## src/rtl/button_chord_scanner.sv

```systemverilog
// ---------------------------------------------------------------------------
// button_chord_scanner
//
// Front end for the button encoder. Four raw active-low push-buttons are
// synchronised and debounced. While any key is held, the pressed keys are
// collected into a chord. When every key has been released, the chord is
// emitted on `buttons` as a single-cycle code in the range 1..15. Outside
// that one cycle, `buttons` is 0, so each gesture is acted on exactly once.
// A chord that is held longer than HOLD_CYCLES is abandoned. No code is
// emitted until all keys have been released.
//
// Parameters
//   DEBOUNCE_CYCLES : consecutive stable samples needed to accept a key change
//   HOLD_CYCLES     : maximum chord duration before the chord is abandoned
//
// Ports
//   clk_48   in   1 : system clock (the only clock in the block)
//   reset_n  in   1 : asynchronous active-low reset
//   key_n    in   4 : raw push-buttons, active-low, asynchronous to clk_48
//   buttons  out  4 : chord code, one-cycle pulse, 0 when idle
//   busy     out  1 : high while a chord is in progress or a release is awaited
// ---------------------------------------------------------------------------
module button_chord_scanner #(
    parameter int DEBOUNCE_CYCLES = 480000,
    parameter int HOLD_CYCLES     = 96000000
) (
    input  logic       clk_48,
    input  logic       reset_n,
    input  logic [3:0] key_n,
    output logic [3:0] buttons,
    output logic       busy
);

    localparam int DB_W   = (DEBOUNCE_CYCLES > 1) ? $clog2(DEBOUNCE_CYCLES) : 1;
    localparam int HOLD_W = (HOLD_CYCLES > 1)     ? $clog2(HOLD_CYCLES)     : 1;

    localparam logic [DB_W-1:0]   DB_LAST   = DB_W'(DEBOUNCE_CYCLES - 1);
    localparam logic [HOLD_W-1:0] HOLD_LAST = HOLD_W'(HOLD_CYCLES - 1);

    typedef enum logic [1:0] {
        IDLE         = 2'd0,
        CHORD        = 2'd1,
        WAIT_RELEASE = 2'd2
    } state_t;

    // -----------------------------------------------------------------------
    // Two-flop synchroniser. Both stages reset to "released", so a key that
    // is held through reset is seen as a new press once reset is released.
    // -----------------------------------------------------------------------
    logic [3:0] sync_1;
    logic [3:0] sync_2;
    logic [3:0] s;

    // NOTE: sequential state uses non-blocking assignments, so every flop
    // samples the values that were present before the clock edge.
    always_ff @(posedge clk_48 or negedge reset_n) begin
        if (!reset_n) begin
            sync_1 <= 4'hF;
            sync_2 <= 4'hF;
        end else begin
            sync_1 <= key_n;
            sync_2 <= sync_1;
        end
    end

    assign s = ~sync_2;

    // -----------------------------------------------------------------------
    // Per-key debounce. The counter only advances while the synchronised
    // level disagrees with the accepted level. Any agreement clears it, so
    // only an uninterrupted run of DEBOUNCE_CYCLES mismatches flips db.
    // -----------------------------------------------------------------------
    logic [3:0]            db;
    logic [3:0][DB_W-1:0]  db_cnt;

    always_ff @(posedge clk_48 or negedge reset_n) begin
        if (!reset_n) begin
            db     <= '0;
            db_cnt <= '0;
        end else begin
            for (int i = 0; i < 4; i++) begin
                if (s[i] != db[i]) begin
                    if (db_cnt[i] == DB_LAST) begin
                        db[i]     <= s[i];
                        db_cnt[i] <= '0;
                    end else begin
                        db_cnt[i] <= db_cnt[i] + DB_W'(1);
                    end
                end else begin
                    db_cnt[i] <= '0;
                end
            end
        end
    end

    // -----------------------------------------------------------------------
    // Chord FSM: state register
    // -----------------------------------------------------------------------
    state_t              state, state_next;
    logic [3:0]          chord, chord_next;
    logic [HOLD_W-1:0]   hold_cnt, hold_next;
    logic [3:0]          buttons_next;

    always_ff @(posedge clk_48 or negedge reset_n) begin
        if (!reset_n) begin
            state    <= IDLE;
            chord    <= '0;
            hold_cnt <= '0;
            buttons  <= '0;
        end else begin
            state    <= state_next;
            chord    <= chord_next;
            hold_cnt <= hold_next;
            buttons  <= buttons_next;
        end
    end

    // -----------------------------------------------------------------------
    // Chord FSM: next state and outputs
    // -----------------------------------------------------------------------
    // NOTE: every signal is given a default before the case statement. This
    // keeps each path fully assigned, so no latch is inferred.
    always_comb begin
        state_next   = state;
        chord_next   = chord;
        hold_next    = hold_cnt;
        buttons_next = '0;

        unique case (state)
            IDLE: begin
                if (db != 4'd0) begin
                    chord_next = db;
                    hold_next  = '0;
                    state_next = CHORD;
                end
            end

            CHORD: begin
                // Keys pressed later join the chord. Keys released early
                // stay in it.
                chord_next = chord | db;
                // Release is tested first, so it wins over a timeout that
                // falls on the same edge.
                if (db == 4'd0) begin
                    buttons_next = chord;
                    chord_next   = '0;
                    state_next   = IDLE;
                end else if (hold_cnt == HOLD_LAST) begin
                    chord_next = '0;
                    state_next = WAIT_RELEASE;
                end else begin
                    hold_next = hold_cnt + HOLD_W'(1);
                end
            end

            WAIT_RELEASE: begin
                // Presses are ignored here until all keys are released.
                if (db == 4'd0) begin
                    state_next = IDLE;
                end
            end

            default: begin
                state_next = IDLE;
                chord_next = '0;
                hold_next  = '0;
            end
        endcase
    end

    assign busy = (state == CHORD) || (state == WAIT_RELEASE);

endmodule

```

## config.mk

```make
export PLATFORM = sky130hd
export DESIGN_NAME = button_chord_scanner
export DESIGN_NICKNAME = d
export VERILOG_FILES = /design/src/rtl/button_chord_scanner.sv
export SDC_FILE = /design/constraint.sdc
export NUM_CORES = 1
export LEC_CHECK = 0
export ABC_AREA = 1
export BUFFER_PORTS_ARGS = -buffer_cell sky130_fd_sc_hd__buf_2
export CAP_MARGIN = 20
export CORE_UTILIZATION = 55
export DETAILED_ROUTE_END_ITERATION = 7
export PLACE_DENSITY_LB_ADDON = 0.15
export RECOVER_POWER = 50
export SLEW_MARGIN = 30
export SYNTH_ARGS = -nofsm -noshare
export SYNTH_HDL_FRONTEND = slang
export SYNTH_SLANG_ARGS = --single-unit
```

## constraint.sdc

```tcl
create_clock -name clk_48 -period 1.6 [get_ports clk_48]
set_input_delay 0.16 -clock clk_48 [delete_from_list [all_inputs] [get_ports clk_48]]
set_output_delay 0.16 -clock clk_48 [all_outputs]
set_load 0.01 [all_outputs]
```

==> results.json <==
{
  "core_area_mm2": 0.0127,
  "skew_ps": 6.93,
  "fin_crit_ps": 1660,
  "tns_ps": -595,
  "nets": 1106,
  "synth_top_area_cell": "dfrtp_1",
  "place_area_mm2": 0.00792,
  "syn-num-nets": 998,
  "final_cells": 1277,
  "dp_slack_ps": -14.8,
  "dr.pass1.iters": 5,
  "dp_hpwl_mm": 11.6,
  "synth_common_cells": "nand2_1, nor2_1, dfrtp_1",
  "ys_warn_count": 0,
  "timing.critical_path.arrival_ps": 1970,
  "power_mw": 7.10,
  "dp.cells": 1222,
  "netlist.area_leader.share": 0.409,
  "globalRouteOverflowTotal": 0,
  "grt_pass1_wl_mm": 27.8,
  "synth_most_common_cell": "nand2_1",
  "crit_path_start_kind": "register",
  "synth_cell_type_count": 33,
  "die_area_mm2": 0.0135,
  "hold_viol_final": 0,
  "worstSetupEndpointType": "register",
  "relSlewSlack": 0.268,
  "finalCritPeriodShare": 1.04,
  "grt_max_degree": 50,
  "viasPerCell": 5.29,
  "finalSetupViolCount": 23,
  "grt_pass1_vias": 6100,
  "final_max_slew_viol_count": 0,
  "synthToLayoutAreaGrowth_pct": 26.7,
  "numPortBuffers": 10,
  "ctsRootBufferMaster": "clkbuf_16",
  "die_w_um": 116,
  "path_max_fanout": 13,
  "worstSkewPairLatency_ps": 430,
  "drc": 0,
  "fmax_ghz": 0.601,
  "status": "finished with violations",
  "async_flop_share": 1.00,
  "synthCells": 984,
  "htree_levels": 4,
  "wire_per_inst_um": 14.2,
  "tritoncts": "done",
  "synth_sequential_area_ratio": 0.438,
  "wirelength_mm": 18.1,
  "ys_ff_latch": 125,
  "fin_area_mm2": 0.00908,
  "synthTopCellsByArea": "dfrtp_1, nand2_1, nor2_1",
  "crit_type": "reg -> reg",
  "fillers": 993,
  "synth-edff-count": 0,
  "hold_path.class": "reg -> reg",
  "utilization": 0.717,
  "clkSlewWorstSetupHoldPaths_ps": 50,
  "ant_nets": 0,
  "die-height_um": 116,
  "cp.required_ps": 1910,
  "cap_viol_max_count": 0,
  "powerDensity_mw_per_mm2": 782,
  "drt-initial-drc-count": 440,
  "clk_path_buf_depth": 2,
  "io_pins": 11,
  "numCtsBuffers": 17,
  "rows": 41,
  "start_util": 0.566,
  "rsz0062_at_grt": "true",
  "synth_area_mm2": 0.00717,
  "worst_pin_slew_ps": 1100,
  "num_vias": 6760,
  "cts_sinks": 125,
  "hold_slack_ps": 356,
  "place.gp.congestion": 0.934,
  "track_usage": 0.266,
  "diodes": 0,
  "synthFlopType": "dfrtp_1",
  "layout-drive-gt1-share": 0.204,
  "ir_worst_vdd_uv": 864,
  "setup_slack_ps": -64.9,
  "violations": "setup timing",
  "p_leak_nw": 3.77,
  "postSynthAreaPerCell_um2": 7.28,
  "antenna_found_initial": 0
}
-- kinds of logic (layout without fill, tap and decap cells) --
family,after synthesis,after routing,synth area share
simple gates,652,654,0.393
fa+ha+maj,8,8,0.0140
buf+inv,113,232,0.0632
xor+xnor,57,57,0.0697
compound gates,29,29,0.0223
flops,125,125,0.438
-- cells in the final DEF (no fill, tap or decap), drive strengths merged --
cell type,n
nand3,90
nor2,215
nor3b,2
inv,103
ha,8
xnor2,18
a21oi,18
clkinv,5
dfrtp,117
o21ai,7
a31o,1
and2,1
clkinvlp,5
nand2,267
bufinv,1
nor3,47
nand4,30
or2,1
dlygate4sd3,5
xor2,39
buf,87
dfstp,8
o21bai,3
clkbuf,26
nand3b,1
-- routing by layer --
layer	track usage	share of wire
met5	0	0
met4	0.0863	0.030
met3	0.0602	0.057
met2	0.429	0.47
met1	0.357	0.45
-- power breakdown --
part	internal, mW	total [mW]	switching [mW]
logic	0.0822	0.235	0.152
registers	3.21	3.24	0.0307
clock network	2.21	3.63	1.42
-- critical path, stage by stage (launching register included) --
cell and delay [ps]:
dfrtp_1 380, nor3_1 310, nand2_1 140, nor2_2 160
nand2_4 100, nand2_8 170, nand2_8 130, nand2_1 100
nand2_1 60
-- path summary, 6_finish.rpt --
check                           slack [ps]          from  cells after the start          end
min in group asynchronous              490       reset_n                      2    db_cnt[4]
max in group asynchronous              260       reset_n                      3  hold_cnt[2]
worst max register to register         -60  hold_cnt[18]                      8  hold_cnt[5]
worst min register to register         360     sync_1[3]                      0    sync_2[3]
worst max-delay path                   -60  hold_cnt[18]                      8  hold_cnt[5]
worst min-delay path                   360     sync_1[3]                      0    sync_2[3]
-- timing repair --
item,in CTS,in global routing
cloned,0,6
hold endpoints to repair,43,0
resized for setup,5,85
hold buffers,5,0
pin swaps,0,28
setup buffers,0,12
setup endpoints to repair,10,79
-- flip-flops by register name (all words and copies together) (netlist names) --
name	flops
chord	4
sync_2	4
sync_1	4
db_cnt	76
state	2
hold_cnt	27
db	4
buttons	4
-- cell type report --
class | count | area [µm²] | area share
multi-input combinational | 748 | 3940 | 0.434
sequential | 125 | 3140 | 0.346
timing repair buffer | 96 | 836 | 0.0920
clock buffer | 22 | 464 | 0.0511
inverter | 104 | 393 | 0.0433
tap | 172 | 215 | 0.0237
clock inverter | 10 | 91.3 | 0.0101
No activity file was read; power rests on OpenSTA's default activity.
